--- src/rtl/fetch_inflight_tracker_if.sv ---
// Fetch in-flight tracker bus: request issue, flush, sub-unit returns and decode response.
interface fetch_inflight_tracker_if #(
   parameter int unsigned DEPTH         = 2,
   parameter int unsigned NUM_SUB_UNITS = 3
);
   localparam int unsigned SUB_W = (NUM_SUB_UNITS > 1) ? $clog2(NUM_SUB_UNITS) : 1;
   localparam int unsigned CNT_W = $clog2(DEPTH + 1);

   logic                          req_valid;
   logic [SUB_W-1:0]              req_subunit;
   logic                          req_addr_valid;
   logic                          req_mmu_fault;
   logic [31:0]                   req_pc;
   logic                          req_ready;
   logic                          flush;
   logic [NUM_SUB_UNITS-1:0]      unit_data_valid;
   logic [NUM_SUB_UNITS*32-1:0]   unit_data;
   logic                          rsp_valid;
   logic [31:0]                   rsp_pc;
   logic [31:0]                   rsp_instr;
   logic                          rsp_ok;
   logic                          rsp_page_fault;
   logic                          flushing;
   logic [CNT_W-1:0]              inflight_count;
   logic                          spurious_rsp;

   modport master (
      output req_valid, req_subunit, req_addr_valid, req_mmu_fault, req_pc, flush,
             unit_data_valid, unit_data,
      input  req_ready, rsp_valid, rsp_pc, rsp_instr, rsp_ok, rsp_page_fault, flushing,
             inflight_count, spurious_rsp
   );

   modport slave (
      input  req_valid, req_subunit, req_addr_valid, req_mmu_fault, req_pc, flush,
             unit_data_valid, unit_data,
      output req_ready, rsp_valid, rsp_pc, rsp_instr, rsp_ok, rsp_page_fault, flushing,
             inflight_count, spurious_rsp
   );
endinterface

--- src/rtl/fetch_inflight_tracker.sv ---
// In-order tracker of outstanding instruction fetches. Steers the owning sub-unit's
// returned word to decode in issue order and drops responses of pre-flush requests.
module fetch_inflight_tracker #(
   parameter int unsigned DEPTH         = 2,
   parameter int unsigned NUM_SUB_UNITS = 3
) (
   input logic                     clk,
   input logic                     rst,
   fetch_inflight_tracker_if.slave bus
);
   localparam int unsigned SUB_W = (NUM_SUB_UNITS > 1) ? $clog2(NUM_SUB_UNITS) : 1;
   localparam int unsigned CNT_W = $clog2(DEPTH + 1);
   localparam int unsigned IDX_W = $clog2(DEPTH);
   localparam int unsigned PTR_W = IDX_W + 1;

   // Entry storage
   logic [31:0]              pc_q  [DEPTH];
   logic [SUB_W-1:0]         sub_q [DEPTH];
   logic                     av_q  [DEPTH];
   logic                     mf_q  [DEPTH];

   logic [PTR_W-1:0]         wr_ptr_q, rd_ptr_q;
   logic [CNT_W-1:0]         discard_q, discard_d;
   logic                     spurious_q, spurious_d;

   logic [IDX_W-1:0]         wr_idx, rd_idx;
   logic                     full, empty, push, pop;
   logic                     head_ok, head_strobe;
   logic [CNT_W-1:0]         count, count_next;
   logic [NUM_SUB_UNITS-1:0] head_mask;
   logic [31:0]              head_data;

   assign wr_idx = wr_ptr_q[IDX_W-1:0];
   assign rd_idx = rd_ptr_q[IDX_W-1:0];
   assign empty  = (wr_ptr_q == rd_ptr_q);
   // Same index with differing wrap bits means the writer has lapped the reader.
   assign full   = (wr_idx == rd_idx) && (wr_ptr_q[IDX_W] != rd_ptr_q[IDX_W]);
   assign count  = CNT_W'(wr_ptr_q - rd_ptr_q);

   // Decode the head's sub-unit into a strobe mask and select its return word.
   always_comb begin
      head_mask = '0;
      head_data = '0;
      for (int i = 0; i < NUM_SUB_UNITS; i++) begin
         if (sub_q[rd_idx] == SUB_W'(i)) begin
            head_mask[i] = 1'b1;
            head_data    = bus.unit_data[32*i +: 32];
         end
      end
   end

   assign head_ok     = av_q[rd_idx] & ~mf_q[rd_idx];
   assign head_strobe = |(bus.unit_data_valid & head_mask);
   assign push        = bus.req_valid & ~full;
   // Faulting or unmapped entries expect no memory response and retire at once.
   assign pop         = ~empty & (head_ok ? head_strobe : 1'b1);
   assign count_next  = count + CNT_W'(push) - CNT_W'(pop);

   // Next-state for discard counter and spurious-response flag.
   always_comb begin
      discard_d = discard_q;
      if (bus.flush) begin
         // Everything still tracked after this cycle, including a same-cycle push, is stale.
         discard_d = count_next;
      end else if (pop && (discard_q != '0)) begin
         discard_d = discard_q - CNT_W'(1);
      end
      spurious_d = empty ? |bus.unit_data_valid : |(bus.unit_data_valid & ~head_mask);
   end

   // Pointer, discard and spurious state registers.
   always_ff @(posedge clk or negedge rst) begin
      if (!rst) begin
         wr_ptr_q   <= '0;
         rd_ptr_q   <= '0;
         discard_q  <= '0;
         spurious_q <= 1'b0;
      end else begin
         if (push) wr_ptr_q <= wr_ptr_q + PTR_W'(1);
         if (pop)  rd_ptr_q <= rd_ptr_q + PTR_W'(1);
         discard_q  <= discard_d;
         spurious_q <= spurious_d;
      end
   end

   // Capture request attributes on push; contents need no reset.
   always_ff @(posedge clk) begin
      if (push) begin
         pc_q[wr_idx]  <= bus.req_pc;
         sub_q[wr_idx] <= bus.req_subunit;
         av_q[wr_idx]  <= bus.req_addr_valid;
         mf_q[wr_idx]  <= bus.req_mmu_fault;
      end
   end

   assign bus.req_ready      = ~full;
   // A pop in a flush cycle belongs to a stale request.
   assign bus.rsp_valid      = pop & (discard_q == '0) & ~bus.flush;
   assign bus.rsp_pc         = pc_q[rd_idx];
   assign bus.rsp_instr      = head_ok ? head_data : 32'h0;
   assign bus.rsp_ok         = head_ok;
   assign bus.rsp_page_fault = mf_q[rd_idx];
   assign bus.flushing       = (discard_q != '0);
   assign bus.inflight_count = count;
   assign bus.spurious_rsp   = spurious_q;
endmodule

--- src/flat_wrapper.sv ---
// flat-port wrapper written by rule: the top's interface ports become plain ports
module fetch_inflight_tracker_flat 
#(
   parameter int unsigned DEPTH         = 2,
   parameter int unsigned NUM_SUB_UNITS = 3
)
  (clk, rst, bus_req_valid, bus_req_subunit, bus_req_addr_valid, bus_req_mmu_fault, bus_req_pc, bus_flush, bus_unit_data_valid, bus_unit_data, bus_req_ready, bus_rsp_valid, bus_rsp_pc, bus_rsp_instr, bus_rsp_ok, bus_rsp_page_fault, bus_flushing, bus_inflight_count, bus_spurious_rsp);
  fetch_inflight_tracker_if #(.DEPTH(DEPTH), .NUM_SUB_UNITS(NUM_SUB_UNITS)) bus_i ();
  input logic clk;
  input logic rst;
  input wire logic [$bits(bus_i.req_valid)-1:0] bus_req_valid;
  input wire logic [$bits(bus_i.req_subunit)-1:0] bus_req_subunit;
  input wire logic [$bits(bus_i.req_addr_valid)-1:0] bus_req_addr_valid;
  input wire logic [$bits(bus_i.req_mmu_fault)-1:0] bus_req_mmu_fault;
  input wire logic [$bits(bus_i.req_pc)-1:0] bus_req_pc;
  input wire logic [$bits(bus_i.flush)-1:0] bus_flush;
  input wire logic [$bits(bus_i.unit_data_valid)-1:0] bus_unit_data_valid;
  input wire logic [$bits(bus_i.unit_data)-1:0] bus_unit_data;
  output wire logic [$bits(bus_i.req_ready)-1:0] bus_req_ready;
  output wire logic [$bits(bus_i.rsp_valid)-1:0] bus_rsp_valid;
  output wire logic [$bits(bus_i.rsp_pc)-1:0] bus_rsp_pc;
  output wire logic [$bits(bus_i.rsp_instr)-1:0] bus_rsp_instr;
  output wire logic [$bits(bus_i.rsp_ok)-1:0] bus_rsp_ok;
  output wire logic [$bits(bus_i.rsp_page_fault)-1:0] bus_rsp_page_fault;
  output wire logic [$bits(bus_i.flushing)-1:0] bus_flushing;
  output wire logic [$bits(bus_i.inflight_count)-1:0] bus_inflight_count;
  output wire logic [$bits(bus_i.spurious_rsp)-1:0] bus_spurious_rsp;
  assign bus_i.req_valid = bus_req_valid;
  assign bus_i.req_subunit = bus_req_subunit;
  assign bus_i.req_addr_valid = bus_req_addr_valid;
  assign bus_i.req_mmu_fault = bus_req_mmu_fault;
  assign bus_i.req_pc = bus_req_pc;
  assign bus_i.flush = bus_flush;
  assign bus_i.unit_data_valid = bus_unit_data_valid;
  assign bus_i.unit_data = bus_unit_data;
  assign bus_req_ready = bus_i.req_ready;
  assign bus_rsp_valid = bus_i.rsp_valid;
  assign bus_rsp_pc = bus_i.rsp_pc;
  assign bus_rsp_instr = bus_i.rsp_instr;
  assign bus_rsp_ok = bus_i.rsp_ok;
  assign bus_rsp_page_fault = bus_i.rsp_page_fault;
  assign bus_flushing = bus_i.flushing;
  assign bus_inflight_count = bus_i.inflight_count;
  assign bus_spurious_rsp = bus_i.spurious_rsp;
  fetch_inflight_tracker #(.DEPTH(DEPTH), .NUM_SUB_UNITS(NUM_SUB_UNITS)) u_core (.clk(clk), .rst(rst), .bus(bus_i));
endmodule
--- config.mk ---
export PLATFORM = sky130hd
export DESIGN_NAME = fetch_inflight_tracker_flat
export DESIGN_NICKNAME = d
export VERILOG_FILES = /design/src/rtl/fetch_inflight_tracker_if.sv /design/src/rtl/fetch_inflight_tracker.sv /design/src/flat_wrapper.sv
export SDC_FILE = /design/constraint.sdc
export NUM_CORES = 1
export LEC_CHECK = 0
export CAP_MARGIN = 20
export CORE_ASPECT_RATIO = 0.6
export CORE_UTILIZATION = 35
export CTS_BUF_LIST = sky130_fd_sc_hd__clkbuf_16
export DETAILED_ROUTE_END_ITERATION = 12
export HOLD_SLACK_MARGIN = 0.12
export PLACE_DENSITY = 0.73
export SYNTH_ARGS = -nofsm -noshare
export SYNTH_HDL_FRONTEND = slang
export SYNTH_SLANG_ARGS = --single-unit
--- constraint.sdc ---
create_clock -name clk -period 4.97 [get_ports clk]
set_clock_uncertainty 0.15 [all_clocks]
set_input_delay 0.994 -clock clk [delete_from_list [all_inputs] [get_ports clk]]
set_output_delay 0.994 -clock clk [all_outputs]
set_load 0.005 [all_outputs]
== After elaboration in Yosys (flattened, before gate mapping) ==
Memories as Yosys holds them, arrays and structs flattened.
Cells that the tools add are included.

* Bits in registers: 7
* Bits in latches: 0
* Memory bits (writable): 72
* ROM bits: 0
* Bits of input ports: 139
* Logic and storage cells: 53
* Memories kept: 4

{| class="wikitable"
|+ Memories
! name !! words !! width !! rd ports !! clocked after Yosys merged registers in !! wr ports !! RTL line !! source
|-
| u_core.pc_q || 2 || 32 || 1 || 0 || 1 || fetch_inflight_tracker.sv:17 || <nowiki>logic [31:0] pc_q [DEPTH];</nowiki>
|-
| u_core.sub_q || 2 || 2 || 1 || 0 || 1 || fetch_inflight_tracker.sv:18 || <nowiki>logic [SUB_W-1:0] sub_q [DEPTH];</nowiki>
|-
| u_core.av_q || 2 || 1 || 1 || 0 || 1 || fetch_inflight_tracker.sv:19 || <nowiki>logic av_q [DEPTH];</nowiki>
|-
| u_core.mf_q || 2 || 1 || 1 || 0 || 1 || fetch_inflight_tracker.sv:20 || <nowiki>logic mf_q [DEPTH];</nowiki>
|}

* Add/subtract/negate cells: 6
* Multipliers: 0
* Div/mod/pow operators: 0
* $lt $le $gt $ge: 0
* Equal/unequal tests: 5
* Shift-type cells: 0
* Muxes and demuxes: 13
* Bitwise logic cells: 12
* Reductions and logical operators: 9

{| class="wikitable"
|+ Operators by type and width
! kind !! count
|-
| $mux 32 || 4
|-
| $reduce_or 3->1 || 3
|-
| $mux 1 || 7
|-
| $and 3x3->3 || 2
|-
| $and 1x1->1 || 5
|-
| $add 2x1->2 const B || 2
|-
| $logic_not 2->1 || 2
|-
| $mux 2 || 2
|-
| $not 1->1 || 4
|-
| $reduce_bool 2->1 || 2
|-
| $not 3->3 || 1
|-
| $add 2x1->2 || 1
|-
| $eq 2x1->1 const B || 1
|-
| $eq 2x2->1 || 1
|-
| $eq 2x2->1 const B || 1
|-
| $logic_and 1x1->1 || 2
|-
| $sub 2x1->2 || 1
|-
| $sub 2x1->2 const B || 1
|-
| $sub 2x2->2 || 1
|-
| $eq 1x1->1 || 1
|-
| $ne 1x1->1 || 1
|}

== Depth between registers and ports, before layout ==
An unclocked memory read counts as a cell.

* Depth after elaboration: 10
* Mapped depth: 12
* Mapped depth without buffers: 12

== Worst setup path after synthesis ==
OpenSTA, ideal clock, no wires.

* Path type: input to register
* Start: input port bus_req_valid
* End: memory u_core.av_q[1] (enable)
* Arrival time: 2674 ps
* Data required time: 4388 ps
* Setup slack: 1714 ps
* Stages on the path: 2
* Path buffers: 0
* Cell sequence: nand2_1 -> nor2_1

* Cells in the longest elaborated chain, start to end: 3

{| class="wikitable"
|+ RTL lines
! element !! RTL line !! source
|-
| start, declared || flat_wrapper.sv:11 || <nowiki>input wire logic [$bits(bus_i.req_valid)-1:0] bus_req_valid;</nowiki>
|-
| $and 1x1->1 || fetch_inflight_tracker.sv:54 || <nowiki>assign push = bus.req_valid & ~full;</nowiki>
|-
| $mux 1 || fetch_inflight_tracker.sv:88 || <nowiki>if (push) begin</nowiki>
|-
| $mux 1 (not written as such) || fetch_inflight_tracker.sv:91 || <nowiki>av_q[wr_idx] <= bus.req_addr_valid;</nowiki>
|-
| end, declared || fetch_inflight_tracker.sv:19 ||
|}

No other way between the ends.

== Worst setup path in the final report ==
* Start: register u_core.rd_ptr_q[0]
* End: output port bus_rsp_instr[31]

* Cells in the longest elaborated chain, start to end: 6
* Elaborated cells between the ends (all ways): 12
* Those cells by class: 2 x eq/ne; 4 x mux; 2 x bitwise; 1 x reduce/logical; 3 x memory

{| class="wikitable"
|+ RTL lines
! element !! RTL line !! source
|-
| start, declared || fetch_inflight_tracker.sv:22 || <nowiki>logic [PTR_W-1:0] wr_ptr_q, rd_ptr_q;</nowiki>
|-
| start signal, assigned || fetch_inflight_tracker.sv:80 || <nowiki>if (pop) rd_ptr_q <= rd_ptr_q + PTR_W'(1);</nowiki>
|-
| $mem_v2 2x2 || n/a ||
|-
| $logic_not 2->1 || fetch_inflight_tracker.sv:45 || <nowiki>if (sub_q[rd_idx] == SUB_W'(i)) begin</nowiki>
|-
| $mux 32 (3 in series) || fetch_inflight_tracker.sv:45 ||
|-
| $mux 32 * || fetch_inflight_tracker.sv:100 || <nowiki>assign bus.rsp_instr = head_ok ? head_data : 32'h0;</nowiki>
|-
| end, declared || flat_wrapper.sv:22 || <nowiki>output wire logic [$bits(bus_i.rsp_instr)-1:0] bus_rsp_instr;</nowiki>
|}

Every way passes the cells marked *; elsewhere a longest branch is shown, timed or not.

==> flow_summary.yaml <==
outcome:
  status: "finished, violations left"
  violations: "DRC"
global_route:
  grt_usage_pct: 19.25
  grt_pass1_vias: 3294
  grt_pass1_wl_um: 17150
  grt-ovfl-total: 0
  grt_max_degree: 37
  grt_antenna_before_repair: 0
clock_network:
  cts_tree: "done"
  cts_buffers: 9
  ctsHoldBuffers: 0
  root_buffer: "clkbuf_16"
  worst_skew_pair.late_latency_ns: 0.33
  cts_htree_levels: 3
  clk_pin_slew_ns: 0.06
  cts_resized: 0
  clock-sinks: 79
  post_cts_buffers: 0
  clock_path_buffers: 2
sta:
  period_share_pct: 85.68
  final_max_slew_viol_count: 0
  slew_headroom_pct: 54.58
  period_minus_slack_ns: 4.258
  finalHoldViolations: 0
  tns_ns: 0
  setup_viol: 0
  fmax_ghz: 0.2348
  layout_setup_ws_ns: 0.7118
  fin_hold_ws_ns: 0.3366
  worstMarginPinSlew_ns: 0.6813
  rsz0062_at_grt: "false"
drt:
  drc: 10
  drt_iter0_drc: 173
  postRouteAntennaNets: 0
  avgRoutedWirePerCell_um: 15.65
  wirelength_um: 10940
  vias: 3317
  first_pass_iters: 9
  vias_per_cell: 4.745
floorplan:
  num_rows: 29
  die_w_um: 138.3
  io-pin-count: 211
  dieArea_sq_um: 11590
  die_y_um: 83.78
  core-area_sq_um: 10700
  initial_core_util_pct: 36.45
placement:
  dp_slack_ns: 1.038
  port_buffers: 210
  gp_congestion: 0.8857
  hpwl_um: 8226
synthesis:
  synth-seq-cells: 79
  async_reset_ff_share_pct: 8.861
  synth-edff-count: 72
  syn_avg_cell_area_sq_um: 11.18
  syn_nets: 492
  ys.flop_type: "edfxtp_1"
  ys_seq_area_share_pct: 59.91
  syn_area_sq_um: 3901
  synth_top_area_share_pct: 55.42
  ys_types: 32
  synth_warnings: 0
  yosys.area.top_type: "edfxtp_1"
  synthTopCellsByCount: "edfxtp_1, nand2_1, a21oi_1"
  ys_top_cells_by_area: "edfxtp_1, mux2_2, a21oi_1"
  synth_most_common_cell: "edfxtp_1"
  netlist_instances: 349
cells_and_area:
  area_delta_synth_final_pct: 65.65
  drive_gt1_share_pct: 11.43
  fin_nets: 698
  antennaDiodeCount: 0
  final_core_util_pct: 60.37
setup_path:
  startpoint_type: "flop"
  worst-path-max-fanout: 34
  worstSetupPathType: "flop to output pin"
  reg2regPathDepth: 10
  arrival_ns: 3.11
  required_ns: 3.83
  worstSetupEndpointType: "output pin"
pwr:
  p_per_area_nw_per_um2: 557.7
  p_leak_nw: 2.323
  ir_worst_vdd_mv: 0.2683
hold_path:
  whs_path_depth: 1
  hold_path_class: "flop to flop"
job:
  maxCapViolations: 0
==> routing by layer <==
metal	vias up	global-route usage (%)	routed length, um
li1	1645	-	-
met1	1565	26.44	5254
met2	92	29.95	5044
met3	15	4.934	479
met4	0	5.618	163
met5	-	0	0
==> metrics by stage <==
stage	power, mW	cells	cell area [sq um]
floorplan	2.116	349	3901
global placement	2.932	681	6125
detailed placement	2.974	682	6145
CTS	3.632	698	6435
global route	3.857	699	6462
finish	3.604	699	6462
==> sequential cells by signal, summed over array words and instances (netlist names) <==
register                 cells
u_core.av_q                  2
u_core.bus.spurious_rsp      1
u_core.discard_q             2
u_core.mf_q                  2
u_core.pc_q                 64
u_core.rd_ptr_q              2
u_core.sub_q                 4
u_core.wr_ptr_q              2
==> kinds of logic (layout without fill, tap and decap cells) <==
family / after synthesis / count (layout) / share of synthesized area (%)
adders and majority gates: 4 / 4 / 1.283
xor gates and xnor gates: 9 / 9 / 2.020
AOI/OAI and AO/OA: 76 / 76 / 10.74
buffers and inverters: 29 / 240 / 3.368
and+or+nand+nor: 115 / 115 / 11.64
DFF: 79 / 79 / 59.91
muxes: 37 / 37 / 11.03
==> cells in the final DEF (no fill, tap or decap), drive strengths merged, types with 5 or more instances in the layout <==
master         netlist  layout
edfxtp              72      72
clkdlybuf4s50        0     210
clkbuf               8       9
inv                  8       9
mux2                35      35
dfrtp                7       7
nand2               69      69
buf                 13       6
xnor2                5       5
nor2                38      38
a21oi               66      66
==> power breakdown <==
group          switching, mW  internal, mW
combinational          0.903          1.01
clock                  0.251         0.384
sequential            0.0850         0.975
==> worst paths after layout <==
kind                       slack (ns)                              end                            from
setup / recovery                 0.71                bus_rsp_instr[31]  u_core.rd_ptr_q[0]$_DFFE_PN0N_
hold / removal                   0.34   u_core.wr_ptr_q[1]$_DFFE_PN0P_  u_core.wr_ptr_q[1]$_DFFE_PN0P_
setup reg to reg                 1.93  u_core.discard_q[1]$_DFFE_PN0P_  u_core.rd_ptr_q[0]$_DFFE_PN0N_
hold reg to reg                  0.34   u_core.wr_ptr_q[1]$_DFFE_PN0P_  u_core.wr_ptr_q[1]$_DFFE_PN0P_
max in group asynchronous        3.59   u_core.rd_ptr_q[0]$_DFFE_PN0N_                             rst
min in group asynchronous        0.79  u_core.discard_q[0]$_DFFE_PN0P_                             rst
==> cell type report <==
cell class	count	area, sq um
sequential	79	2338
multi-input combinational	241	1450
inverter	8	30.03
clock buffer	9	225.2
timing repair buffer	216	2180
tap	139	173.9
fill	898	4242
clock inverter	7	65.06
==> critical path, cell delays in order, from the launching register on <==
cell and delay [ns]:
dfrtp_2 0.63, mux2_4 0.50, nor2_2 0.57, buf_4 0.33, a21oi_1 0.09, nor2_1 0.13
clkdlybuf4s50_1 0.54
(Power assumes the default switching activity.)
